### config.mk
export PLATFORM = sky130hd
export DESIGN_NAME = pika_player_ctrl_flat
export DESIGN_NICKNAME = d
export VERILOG_FILES = /design/src/rtl/pika_pkg.sv /design/src/rtl/pika_player_ctrl_if.sv /design/src/rtl/btn_edge_latch.sv /design/src/rtl/pika_player_ctrl.sv /design/src/flat_wrapper.sv
export SDC_FILE = /design/constraint.sdc
export NUM_CORES = 1
export LEC_CHECK = 0
export ABC_CLOCK_PERIOD_IN_PS = 6300
export CORE_MARGIN = 3
export CORE_UTILIZATION = 55
export DETAILED_ROUTE_END_ITERATION = 10
export HOLD_SLACK_MARGIN = 0.03
export PLACE_DENSITY = 0.76
export REMOVE_ABC_BUFFERS = 1
export SETUP_SLACK_MARGIN = 0.02
export SYNTH_ARGS = -nofsm -noshare
export SYNTH_HDL_FRONTEND = slang
export SYNTH_SLANG_ARGS = --single-unit
### constraint.sdc
create_clock -name clk -period 6.3 [get_ports clk]
set_input_delay 1.26 -clock clk [delete_from_list [all_inputs] [get_ports clk]]
set_output_delay 1.26 -clock clk [all_outputs]
set_load 0.1 [all_outputs]
### src/rtl/pika_pkg.sv
// Shared court geometry, fixed-point format and player state encoding.
// Used by the player controller, the ball physics and the renderer.
package pika_pkg;

  localparam int SCREEN_W = 320;
  localparam int SCREEN_H = 240;
  localparam int NET_X    = 154;
  localparam int NET_W    = 12;
  localparam int PIKA_W   = 60;
  localparam int PIKA_H   = 60;
  localparam int FRAC_W   = 6;
  localparam int GROUND_Y = SCREEN_H - PIKA_H;

  localparam int POS_W = 10;
  localparam int VY_W  = 10;
  localparam int YFX_W = 16;

  typedef enum logic [1:0] {
    ST_GROUND = 2'd0,
    ST_AIR    = 2'd1,
    ST_SMASH  = 2'd2
  } pika_state_e;

endpackage

### src/rtl/pika_player_ctrl_if.sv
// Player-side bundle between the input front end, the controller and the physics engine.
// The master drives frame timing and buttons; the slave (controller) drives sprite state.
interface pika_player_ctrl_if;
  import pika_pkg::*;

  logic             frame_tick;
  logic             btn_left;
  logic             btn_right;
  logic             btn_jump;
  logic             btn_smash;
  logic             round_reset;
  logic [POS_W-1:0] pos_x;
  logic [POS_W-1:0] pos_y;
  logic             op_move_left;
  logic             op_move_right;
  logic             op_jump;
  logic             is_smash;
  logic             on_ground;

  modport master (
    output frame_tick, btn_left, btn_right, btn_jump, btn_smash, round_reset,
    input  pos_x, pos_y, op_move_left, op_move_right, op_jump, is_smash, on_ground
  );

  modport slave (
    input  frame_tick, btn_left, btn_right, btn_jump, btn_smash, round_reset,
    output pos_x, pos_y, op_move_left, op_move_right, op_jump, is_smash, on_ground
  );

endinterface

### src/rtl/btn_edge_latch.sv
// Rising-edge detector with a sticky request flag that holds until the next frame consumes it.
// An edge arriving in the consuming cycle is visible on o_req immediately.
module btn_edge_latch (
  input  logic clk,
  input  logic rst_n,
  input  logic i_btn,
  input  logic i_consume,
  input  logic i_clear,
  output logic o_req
);

  logic r_prev;
  logic r_req;
  logic w_rise;

  assign w_rise = i_btn & ~r_prev;
  assign o_req  = r_req | w_rise;

  // Clear keeps tracking the button level so a held button does not fake an edge afterwards
  always_ff @(posedge clk or negedge rst_n) begin
    if (!rst_n) begin
      r_prev <= 1'b0;
      r_req  <= 1'b0;
    end else begin
      r_prev <= i_btn;
      if (i_clear || i_consume) begin
        r_req <= 1'b0;
      end else if (w_rise) begin
        r_req <= 1'b1;
      end
    end
  end

endmodule

### src/rtl/pika_player_ctrl.sv
// Per-player motion controller: buttons to sprite position, airborne/smash state and move flags.
// All motion advances on frame_tick; round_reset respawns the player on the following clock.
module pika_player_ctrl #(
  parameter int X_MIN        = 0,
  parameter int X_MAX        = pika_pkg::NET_X - pika_pkg::PIKA_W,
  parameter int INIT_X       = 36,
  parameter int GROUND_Y     = pika_pkg::GROUND_Y,
  parameter int MOVE_STEP    = 4,
  parameter int JUMP_VEL     = -448,
  parameter int GRAVITY      = 16,
  parameter int MAX_FALL_VEL = 511,
  parameter int SMASH_FRAMES = 8,
  parameter int SMASH_COOL   = 30
) (
  input  logic               clk,
  input  logic               rst_n,
  pika_player_ctrl_if.slave  io_bus
);
  import pika_pkg::*;

  localparam int CNT_W  = $clog2(SMASH_FRAMES + 1);
  localparam int COOL_W = $clog2(SMASH_COOL + 1);

  localparam logic [POS_W-1:0]        L_X_MIN      = POS_W'(X_MIN);
  localparam logic [POS_W-1:0]        L_X_MAX      = POS_W'(X_MAX);
  localparam logic [POS_W-1:0]        L_INIT_X     = POS_W'(INIT_X);
  localparam logic [POS_W-1:0]        L_STEP       = POS_W'(MOVE_STEP);
  localparam logic [POS_W-1:0]        L_LEFT_LIM   = POS_W'(X_MIN + MOVE_STEP);
  localparam logic [POS_W-1:0]        L_RIGHT_LIM  = POS_W'(X_MAX - MOVE_STEP);
  localparam logic [YFX_W-1:0]        L_GROUND_FX  = YFX_W'(GROUND_Y << FRAC_W);
  localparam logic signed [YFX_W:0]   L_GROUND_CMP = (YFX_W + 1)'(GROUND_Y << FRAC_W);
  localparam logic signed [VY_W-1:0]  L_JUMP_VEL   = VY_W'(JUMP_VEL);
  localparam logic signed [VY_W:0]    L_GRAVITY    = (VY_W + 1)'(GRAVITY);
  localparam logic signed [VY_W:0]    L_MAX_FALL_W = (VY_W + 1)'(MAX_FALL_VEL);
  localparam logic signed [VY_W-1:0]  L_MAX_FALL   = VY_W'(MAX_FALL_VEL);
  localparam logic [CNT_W-1:0]        L_SMASH_CNT  = CNT_W'(SMASH_FRAMES);
  localparam logic [COOL_W-1:0]       L_COOL       = COOL_W'(SMASH_COOL);

  pika_state_e             r_state;
  logic [POS_W-1:0]        r_x;
  logic [YFX_W-1:0]        r_y_fx;
  logic signed [VY_W-1:0]  r_vy;
  logic [CNT_W-1:0]        r_cnt;
  logic [COOL_W-1:0]       r_cool;
  logic                    r_move_l;
  logic                    r_move_r;

  pika_state_e             w_state_nxt;
  logic [POS_W-1:0]        w_x_nxt;
  logic [YFX_W-1:0]        w_y_nxt;
  logic signed [VY_W-1:0]  w_vy_nxt;
  logic [CNT_W-1:0]        w_cnt_nxt;
  logic [COOL_W-1:0]       w_cool_nxt;
  logic                    w_move_l_nxt;
  logic                    w_move_r_nxt;

  logic                    w_jump_req;
  logic                    w_smash_req;
  logic                    w_left_only;
  logic                    w_right_only;
  logic signed [VY_W:0]    w_vy_sum;
  logic signed [VY_W-1:0]  w_vy_grav;
  logic signed [YFX_W:0]   w_y_sum;
  logic                    w_land;

  btn_edge_latch u_jump_latch (
    .clk       (clk),
    .rst_n     (rst_n),
    .i_btn     (io_bus.btn_jump),
    .i_consume (io_bus.frame_tick),
    .i_clear   (io_bus.round_reset),
    .o_req     (w_jump_req)
  );

  btn_edge_latch u_smash_latch (
    .clk       (clk),
    .rst_n     (rst_n),
    .i_btn     (io_bus.btn_smash),
    .i_consume (io_bus.frame_tick),
    .i_clear   (io_bus.round_reset),
    .o_req     (w_smash_req)
  );

  assign w_left_only  = io_bus.btn_left & ~io_bus.btn_right;
  assign w_right_only = io_bus.btn_right & ~io_bus.btn_left;

  // Ballistic step in 10.6 fixed point: gravity with fall-speed saturation, then land check
  assign w_vy_sum  = $signed({r_vy[VY_W-1], r_vy}) + L_GRAVITY;
  assign w_vy_grav = (w_vy_sum > L_MAX_FALL_W) ? L_MAX_FALL : w_vy_sum[VY_W-1:0];
  assign w_y_sum   = $signed({1'b0, r_y_fx})
                   + $signed({{(YFX_W + 1 - VY_W){w_vy_grav[VY_W-1]}}, w_vy_grav});
  assign w_land    = (w_y_sum >= L_GROUND_CMP);

  always_comb begin
    w_state_nxt  = r_state;
    w_x_nxt      = r_x;
    w_y_nxt      = r_y_fx;
    w_vy_nxt     = r_vy;
    w_cnt_nxt    = r_cnt;
    w_cool_nxt   = r_cool;
    w_move_l_nxt = r_move_l;
    w_move_r_nxt = r_move_r;

    if (io_bus.round_reset) begin
      w_state_nxt  = ST_GROUND;
      w_x_nxt      = L_INIT_X;
      w_y_nxt      = L_GROUND_FX;
      w_vy_nxt     = '0;
      w_cnt_nxt    = '0;
      w_cool_nxt   = '0;
      w_move_l_nxt = 1'b0;
      w_move_r_nxt = 1'b0;
    end else if (io_bus.frame_tick) begin
      w_move_l_nxt = w_left_only;
      w_move_r_nxt = w_right_only;
      if (w_left_only) begin
        w_x_nxt = (r_x < L_LEFT_LIM) ? L_X_MIN : r_x - L_STEP;
      end else if (w_right_only) begin
        w_x_nxt = (r_x > L_RIGHT_LIM) ? L_X_MAX : r_x + L_STEP;
      end

      w_cool_nxt = (r_cool != '0) ? r_cool - COOL_W'(1) : '0;

      // A landing wins over everything else in the air, including a fresh smash request
      case (r_state)
        ST_GROUND: begin
          if (w_jump_req) begin
            w_vy_nxt    = L_JUMP_VEL;
            w_state_nxt = ST_AIR;
          end
        end
        ST_AIR, ST_SMASH: begin
          if (w_land) begin
            w_y_nxt     = L_GROUND_FX;
            w_vy_nxt    = '0;
            w_cnt_nxt   = '0;
            w_state_nxt = ST_GROUND;
            if (r_state == ST_SMASH) begin
              w_cool_nxt = L_COOL;
            end
          end else begin
            w_y_nxt  = w_y_sum[YFX_W-1:0];
            w_vy_nxt = w_vy_grav;
            if (r_state == ST_AIR) begin
              if (w_smash_req && (r_cool == '0)) begin
                w_cnt_nxt   = L_SMASH_CNT;
                w_state_nxt = ST_SMASH;
              end
            end else if (r_cnt <= CNT_W'(1)) begin
              w_cnt_nxt   = '0;
              w_cool_nxt  = L_COOL;
              w_state_nxt = ST_AIR;
            end else begin
              w_cnt_nxt = r_cnt - CNT_W'(1);
            end
          end
        end
        default: begin
          w_state_nxt = ST_GROUND;
        end
      endcase
    end
  end

  always_ff @(posedge clk or negedge rst_n) begin
    if (!rst_n) begin
      r_state  <= ST_GROUND;
      r_x      <= L_INIT_X;
      r_y_fx   <= L_GROUND_FX;
      r_vy     <= '0;
      r_cnt    <= '0;
      r_cool   <= '0;
      r_move_l <= 1'b0;
      r_move_r <= 1'b0;
    end else begin
      r_state  <= w_state_nxt;
      r_x      <= w_x_nxt;
      r_y_fx   <= w_y_nxt;
      r_vy     <= w_vy_nxt;
      r_cnt    <= w_cnt_nxt;
      r_cool   <= w_cool_nxt;
      r_move_l <= w_move_l_nxt;
      r_move_r <= w_move_r_nxt;
    end
  end

  assign io_bus.pos_x         = r_x;
  assign io_bus.pos_y         = r_y_fx[YFX_W-1:FRAC_W];
  assign io_bus.op_move_left  = r_move_l;
  assign io_bus.op_move_right = r_move_r;
  assign io_bus.op_jump       = (r_state != ST_GROUND);
  assign io_bus.is_smash      = (r_state == ST_SMASH);
  assign io_bus.on_ground     = (r_state == ST_GROUND);

endmodule
### src/flat_wrapper.sv
// flat-port wrapper written by rule: the top's interface ports become plain ports
module pika_player_ctrl_flat import pika_pkg::*;
#(
  parameter int X_MIN        = 0,
  parameter int X_MAX        = pika_pkg::NET_X - pika_pkg::PIKA_W,
  parameter int INIT_X       = 36,
  parameter int GROUND_Y     = pika_pkg::GROUND_Y,
  parameter int MOVE_STEP    = 4,
  parameter int JUMP_VEL     = -448,
  parameter int GRAVITY      = 16,
  parameter int MAX_FALL_VEL = 511,
  parameter int SMASH_FRAMES = 8,
  parameter int SMASH_COOL   = 30
)
  (clk, rst_n, io_bus_frame_tick, io_bus_btn_left, io_bus_btn_right, io_bus_btn_jump, io_bus_btn_smash, io_bus_round_reset, io_bus_pos_x, io_bus_pos_y, io_bus_op_move_left, io_bus_op_move_right, io_bus_op_jump, io_bus_is_smash, io_bus_on_ground);
  pika_player_ctrl_if io_bus_i ();
  input  logic clk;
  input  logic rst_n;
  input wire logic [$bits(io_bus_i.frame_tick)-1:0] io_bus_frame_tick;
  input wire logic [$bits(io_bus_i.btn_left)-1:0] io_bus_btn_left;
  input wire logic [$bits(io_bus_i.btn_right)-1:0] io_bus_btn_right;
  input wire logic [$bits(io_bus_i.btn_jump)-1:0] io_bus_btn_jump;
  input wire logic [$bits(io_bus_i.btn_smash)-1:0] io_bus_btn_smash;
  input wire logic [$bits(io_bus_i.round_reset)-1:0] io_bus_round_reset;
  output wire logic [$bits(io_bus_i.pos_x)-1:0] io_bus_pos_x;
  output wire logic [$bits(io_bus_i.pos_y)-1:0] io_bus_pos_y;
  output wire logic [$bits(io_bus_i.op_move_left)-1:0] io_bus_op_move_left;
  output wire logic [$bits(io_bus_i.op_move_right)-1:0] io_bus_op_move_right;
  output wire logic [$bits(io_bus_i.op_jump)-1:0] io_bus_op_jump;
  output wire logic [$bits(io_bus_i.is_smash)-1:0] io_bus_is_smash;
  output wire logic [$bits(io_bus_i.on_ground)-1:0] io_bus_on_ground;
  assign io_bus_i.frame_tick = io_bus_frame_tick;
  assign io_bus_i.btn_left = io_bus_btn_left;
  assign io_bus_i.btn_right = io_bus_btn_right;
  assign io_bus_i.btn_jump = io_bus_btn_jump;
  assign io_bus_i.btn_smash = io_bus_btn_smash;
  assign io_bus_i.round_reset = io_bus_round_reset;
  assign io_bus_pos_x = io_bus_i.pos_x;
  assign io_bus_pos_y = io_bus_i.pos_y;
  assign io_bus_op_move_left = io_bus_i.op_move_left;
  assign io_bus_op_move_right = io_bus_i.op_move_right;
  assign io_bus_op_jump = io_bus_i.op_jump;
  assign io_bus_is_smash = io_bus_i.is_smash;
  assign io_bus_on_ground = io_bus_i.on_ground;
  pika_player_ctrl #(.X_MIN(X_MIN), .X_MAX(X_MAX), .INIT_X(INIT_X), .GROUND_Y(GROUND_Y), .MOVE_STEP(MOVE_STEP), .JUMP_VEL(JUMP_VEL), .GRAVITY(GRAVITY), .MAX_FALL_VEL(MAX_FALL_VEL), .SMASH_FRAMES(SMASH_FRAMES), .SMASH_COOL(SMASH_COOL)) u_core (.clk(clk), .rst_n(rst_n), .io_bus(io_bus_i));
endmodule
==> Word-level counts from Yosys, hierarchy flattened <==
Index checks and enable logic that the tools add are counted.
{ "op_classes": {"addsub": 6, "order_cmp": 5, "eq_ne": 6, "muxes": 47, "bitwise": 10, "reduce_logical": 18} }
{ "ops": {"columns": ["cell", "count"], "rows": [
  ["two-way mux 10 bit", 11],
  ["two-way mux 16 bit", 4],
  ["two-way mux 5 bit", 8],
  ["two-way mux 4 bit", 7],
  ["one-hot mux 10 bit (2 select lines)", 1],
  ["adder 17 x 10 -> 17 bit", 1],
  [">= comparator 17 x 15 -> 1 bit, second input constant", 1],
  ["two-way mux 2 bit", 7],
  ["adder 10 x 6 -> 11 bit, second input constant", 1],
  ["greater-than comparator 11 x 10 -> 1 bit, second input constant", 1],
  ["adder 10 x 3 -> 10 bit, second input constant", 1],
  ["greater-than comparator 10 x 7 -> 1 bit, second input constant", 1],
  ["less-than comparator 10 x 3 -> 1 bit, second input constant", 1],
  ["nonzero test 2 bit", 5],
  ["subtractor 10 x 3 -> 10 bit, second input constant", 1],
  ["two-way mux 1 bit", 8],
  ["AND reduction 3 bit", 2],
  ["nonzero test 3 bit", 2],
  ["logical NOT 5 bit", 1],
  ["inequality test 5 x 2 -> 1 bit, second input constant", 1],
  ["inequality test 5 x 4 -> 1 bit, second input constant", 1],
  ["nonzero test 5 bit", 1],
  ["subtractor 5 x 1 -> 5 bit, second input constant", 1],
  ["AND 1 bit", 4],
  ["15 further kinds", 20]
]} }
{ "word_totals": {"regBits": 53, "inputBits": 8, "out_inout_bits": 25, "elab_cells": 104} }

==> Depth between registers and ports, before layout <==
{ "logic_depth": {"depth_word": 10, "ltp_mapped": 22, "depth_no_buf": 19} }

==> Hierarchy <==
Synthesis repeated with hierarchy kept, for this count alone.
{ "unflattened": {"hier_cells": 495, "area_unflattened_um2": 4103.9} }
{ "by_module_without_submodules": {"columns": ["module", "n_inst", "cells_each", "area_each_um2", "seq_area_each_um2"], "rows": [
  ["pika_player_ctrl", 1, 483, 3941.3, 1208.7],
  ["btn_edge_latch", 2, 6, 81.3, 50.0]
]} }

==> Worst setup path before layout <==
OpenSTA, ideal clock, no wires.
{ "synth_path": {"kind": "register to register", "start": "register u_core.r_vy[4]", "end": "register u_core.r_cool[1]", "setup_ns": 0.138, "arrival_ns": 4.459, "required_ns": 6.162, "path_slack_ns": 1.703, "path_stages_with_launch": 21, "n_path_buf": 1, "period_less_slack_ns": 4.597, "path_cell_list": "dfrtp_1 -> inv_1 -> ha_1 -> or4_1 -> o31ai_1 -> a32oi_1 -> nand3b_1 -> clkbuf_1 -> nand2b_1 -> ha_1 -> inv_1 -> fa_1 -> nand2b_1 -> a21oi_1 -> o211ai_1 -> nor3b_1 -> a311oi_1 -> o31a_1 -> o21ai_4 -> mux2i_1 -> o22ai_1"} }
{ "synth_via": {"elab_chain_len": 9} }
{ "synth_rtl": {"columns": ["element", "line", "source"], "rows": [
  ["from (decl)", "pika_player_ctrl.sv:42", "logic signed [VY_W-1:0] r_vy;"],
  ["from (signal assigned)", "pika_player_ctrl.sv:179", "r_vy <= w_vy_nxt;"],
  ["adder 10 x 6 -> 11 bit (*)", "pika_player_ctrl.sv:88", "assign w_vy_sum = $signed({r_vy[VY_W-1], r_vy}) + L_GRAVITY;"],
  ["greater-than comparator 11 x 10 -> 1 bit", "pika_player_ctrl.sv:89", "assign w_vy_grav = (w_vy_sum > L_MAX_FALL_W) ? L_MAX_FALL : w_vy_sum[VY_W-1:0];"],
  ["two-way mux 10 bit (*)", "pika_player_ctrl.sv:89", null],
  ["adder 17 x 10 -> 17 bit (*)", "pika_player_ctrl.sv:91", "+ $signed({{(YFX_W + 1 - VY_W){w_vy_grav[VY_W-1]}}, w_vy_grav});"],
  [">= comparator 17 x 15 -> 1 bit (*)", "pika_player_ctrl.sv:92", "assign w_land = (w_y_sum >= L_GROUND_CMP);"],
  ["two-way mux 5 bit (*)", "pika_player_ctrl.sv:133", "if (w_land) begin"],
  ["two-way mux 5 bit (*)", "pika_player_ctrl.sv:125", "case (r_state)"],
  ["two-way mux 5 bit (*)", "pika_player_ctrl.sv:113", "end else if (io_bus.frame_tick) begin"],
  ["two-way mux 5 bit (*)", "pika_player_ctrl.sv:104", "if (io_bus.round_reset) begin"],
  ["to (signal assigned)", "pika_player_ctrl.sv:181", "r_cool <= w_cool_nxt;"],
  ["to (decl)", "pika_player_ctrl.sv:44", "logic [COOL_W-1:0] r_cool;"]
]} }
Every way passes the cells marked *; elsewhere a longest branch is shown, timed or not. The select of a mux whose other input is x is not followed.
A chain may end at the register's enable or synchronous reset.

==> Worst setup path in the final report <==
Same ends and word-level chain as after synthesis.

==> results.json <==
{
  "status": "finished, final reports clean",
  "via_per_inst": 5.95,
  "cts_hold_buf": 0,
  "route.vias.total": 3429,
  "grt_use_total_pct": 21.2,
  "cts_tree": "done",
  "ctsLongestPathBuffers": 2,
  "initial_core_util_pct": 57.6,
  "ir_drop_mv": 0.162,
  "synth.top_cell.area_share_pct": 29.1,
  "cts-resized-gates": 0,
  "hpwl_mm": 6.33,
  "wl_mm": 8.55,
  "dp_cells": 568,
  "finalHoldViolCount": 0,
  "wl_per_cell_um": 14.8,
  "rsz0062_at_grt": "false",
  "gp_congestion": 0.883,
  "hp-class": "reg -> reg",
  "drv_cap": 0,
  "postCtsSetupBuffers": 0,
  "grt_pass1_wl_mm": 14.8,
  "io_buffers": 31,
  "ys_async_sr_fraction_pct": 100,
  "drt-initial-drc-count": 220,
  "clk_pin_slew_ps": 100,
  "clock-root-buffer": "clkbuf_8",
  "synth_cell_types": 62,
  "synth_area_leaders": "dfrtp_1, ha_1, a21oi_1, nand2_1, dfstp_2",
  "slew_headroom_pct": 34.3,
  "nets": 516,
  "startpoint_type": "register",
  "final_cell_mix": "nand2_1, dfrtp_1, a21oi_1",
  "clock_latency_ps": 310,
  "finalMaxSlewViolations": 0,
  "finish.utilization_pct": 62.5,
  "crit_required_ps": 6460,
  "setup_viol": 0,
  "cp-end-kind": "register",
  "cts_buffers": 5,
  "synth_edf_count": 0,
  "drive_above_1_share_pct": 6.25,
  "finalCriticalPeriod_ps": 5390,
  "ys_ff_latch": 52,
  "netlist_area_um2": 3960,
  "rows": 30,
  "drcViolationCount": 0,
  "ant_nets": 0,
  "core_area_um2": 6870,
  "grt_max_degree": 53,
  "dieWidth_um": 90.8,
  "clock_sinks": 52,
  "worstPathArrival_ps": 5550,
  "fin_area_um2": 4290,
  "synth_ff_type": "dfrtp_1",
  "power.density_nw_per_um2": 413,
  "n_antenna_cell": 0,
  "final_cells": 576,
  "worst_pin_slew_ps": 983,
  "finClkSkew_ps": 11.4,
  "yosysWarnings": 0,
  "io_pins": 33,
  "synthCells": 472,
  "dpl_cell_area_um2": 4200,
  "cts.htree.levels": 2,
  "critPathMaxFanout": 18,
  "ys_seq_area_share_pct": 33.1,
  "finalCritPeriodShare_pct": 85.5,
  "yosysTopAreaCell": "dfrtp_1",
  "timing.fmax_ghz": 0.186,
  "die_h_um": 90.8,
  "syn2layout_area_growth_pct": 8.51,
  "dieArea_um2": 8240,
  "syn_avg_cell_area_um2": 8.38,
  "p_leak_nw": 1.94,
  "grt_pass1_vias": 3238,
  "overflow": 0,
  "antenna_found_initial": 0,
  "final_common_cell": "nand2_1",
  "tns_ps": 0,
  "first_pass_iters": 4,
  "critical_path_class": "reg -> reg"
}
==> critical path: stages (launching register included) <==
cell and delay, ps:
dfrtp_1 480, inv_1 70, ha_1 300, or4_1 490
o21ai_0 170, a32oi_1 130, nand3b_1 390, nand2b_1 180
ha_1 200, inv_1 60, fa_1 370, nand2b_1 190
a21oi_1 290, o211ai_1 190, nor3b_1 220, a311oi_1 90
o31a_1 370, o21ai_4 440, mux2i_1 440, o22ai_1 160
==> synthesized netlist by cell type (5+ instances only) <==
cell and count:
nand2_1 47, dfrtp_1 46, a21oi_1 45, nor2_1 39, ha_1 28, inv_1 25, o21ai_0 21, nor3_1 20
clkbuf_1 14, buf_4 13, nand2b_1 13, nand3_1 13, a22o_1 11, o31ai_1 8, xnor2_1 8, and3_1 7
o211ai_1 7, a21o_1 6, dfstp_2 6, a211oi_1 5, a32o_1 5, nand3b_1 5, o21a_1 5, or3_1 5
==> state kept, by name, summed over array words and instances, names as in the netlist <==
register / count
u_core.r_y_fx: 16
u_core.r_vy: 10
u_core.io_bus.pos_x: 9
u_core.r_cool: 5
u_core.r_cnt: 4
u_core.r_state: 2
u_core.io_bus.op_move_left: 1
u_core.io_bus.op_move_right: 1
u_core.u_jump_latch.r_prev: 1
u_core.u_jump_latch.r_req: 1
u_core.u_smash_latch.r_prev: 1
u_core.u_smash_latch.r_req: 1
==> stage by stage <==
stage               hold WS [ps]  power, mW  worst slack [ps]
finish                       526       1.77               912
global route                 553       1.90               189
CTS                          530       1.77               933
detailed placement           504       1.57               955
global placement             500       1.54              1170
floorplan                    472       1.33              1580
==> layout make-up <==
cell class              count  area [µm²]
flip-flops and latches     52        1310
repair buffers             32         313
multi-input cells         362        2360
inverters                  26        97.6
well taps                  96         120
clock buffers               5        68.8
fillers                   621        2580
clock inverters             3        21.3
==> worst paths after layout <==
path                                  from                     endpoint  slack (ps)  cells after the start
hold / removal             u_core.r_cnt[1]              u_core.r_cnt[1]         530                      1
min in group asynchronous            rst_n  u_core.u_smash_latch.r_prev        1040                      2
setup reg to reg            u_core.r_vy[4]             u_core.r_cool[1]         910                     19
max in group asynchronous            rst_n             u_core.r_y_fx[5]        4800                      2
setup / recovery            u_core.r_vy[4]             u_core.r_cool[1]         910                     19
hold reg to reg            u_core.r_cnt[1]              u_core.r_cnt[1]         530                      1
==> report_power, final <==
part	switching (mW)	leakage, nW	internal [mW]
registers	0.0543	0.692	0.387
logic	0.751	1.20	0.381
clock network	0.119	0.0445	0.0792
total	0.925	1.94	0.847
==> metal layers <==
layer	part of all wire, %	wire length [µm]	track usage, %
met4	1.2	101	5.53
met5	0	0	0
met3	3.1	268	3.00
met1	50	4250	29.7
met2	46	3940	34.4
==> kinds of logic after synthesis <==
kind of cell	Yosys count	share of synthesized area [%]
AND/OR/NAND/NOR	165	20.2
AO/OA/AOI/OAI	150	26.0
buffers and inverters	58	7.18
flip-flops	52	33.1
adder cells (fa/ha/maj)	29	9.36
XOR/XNOR	12	2.66
multiplexers	5	1.39
other	1	0.0948
(Power assumes the default switching activity.)
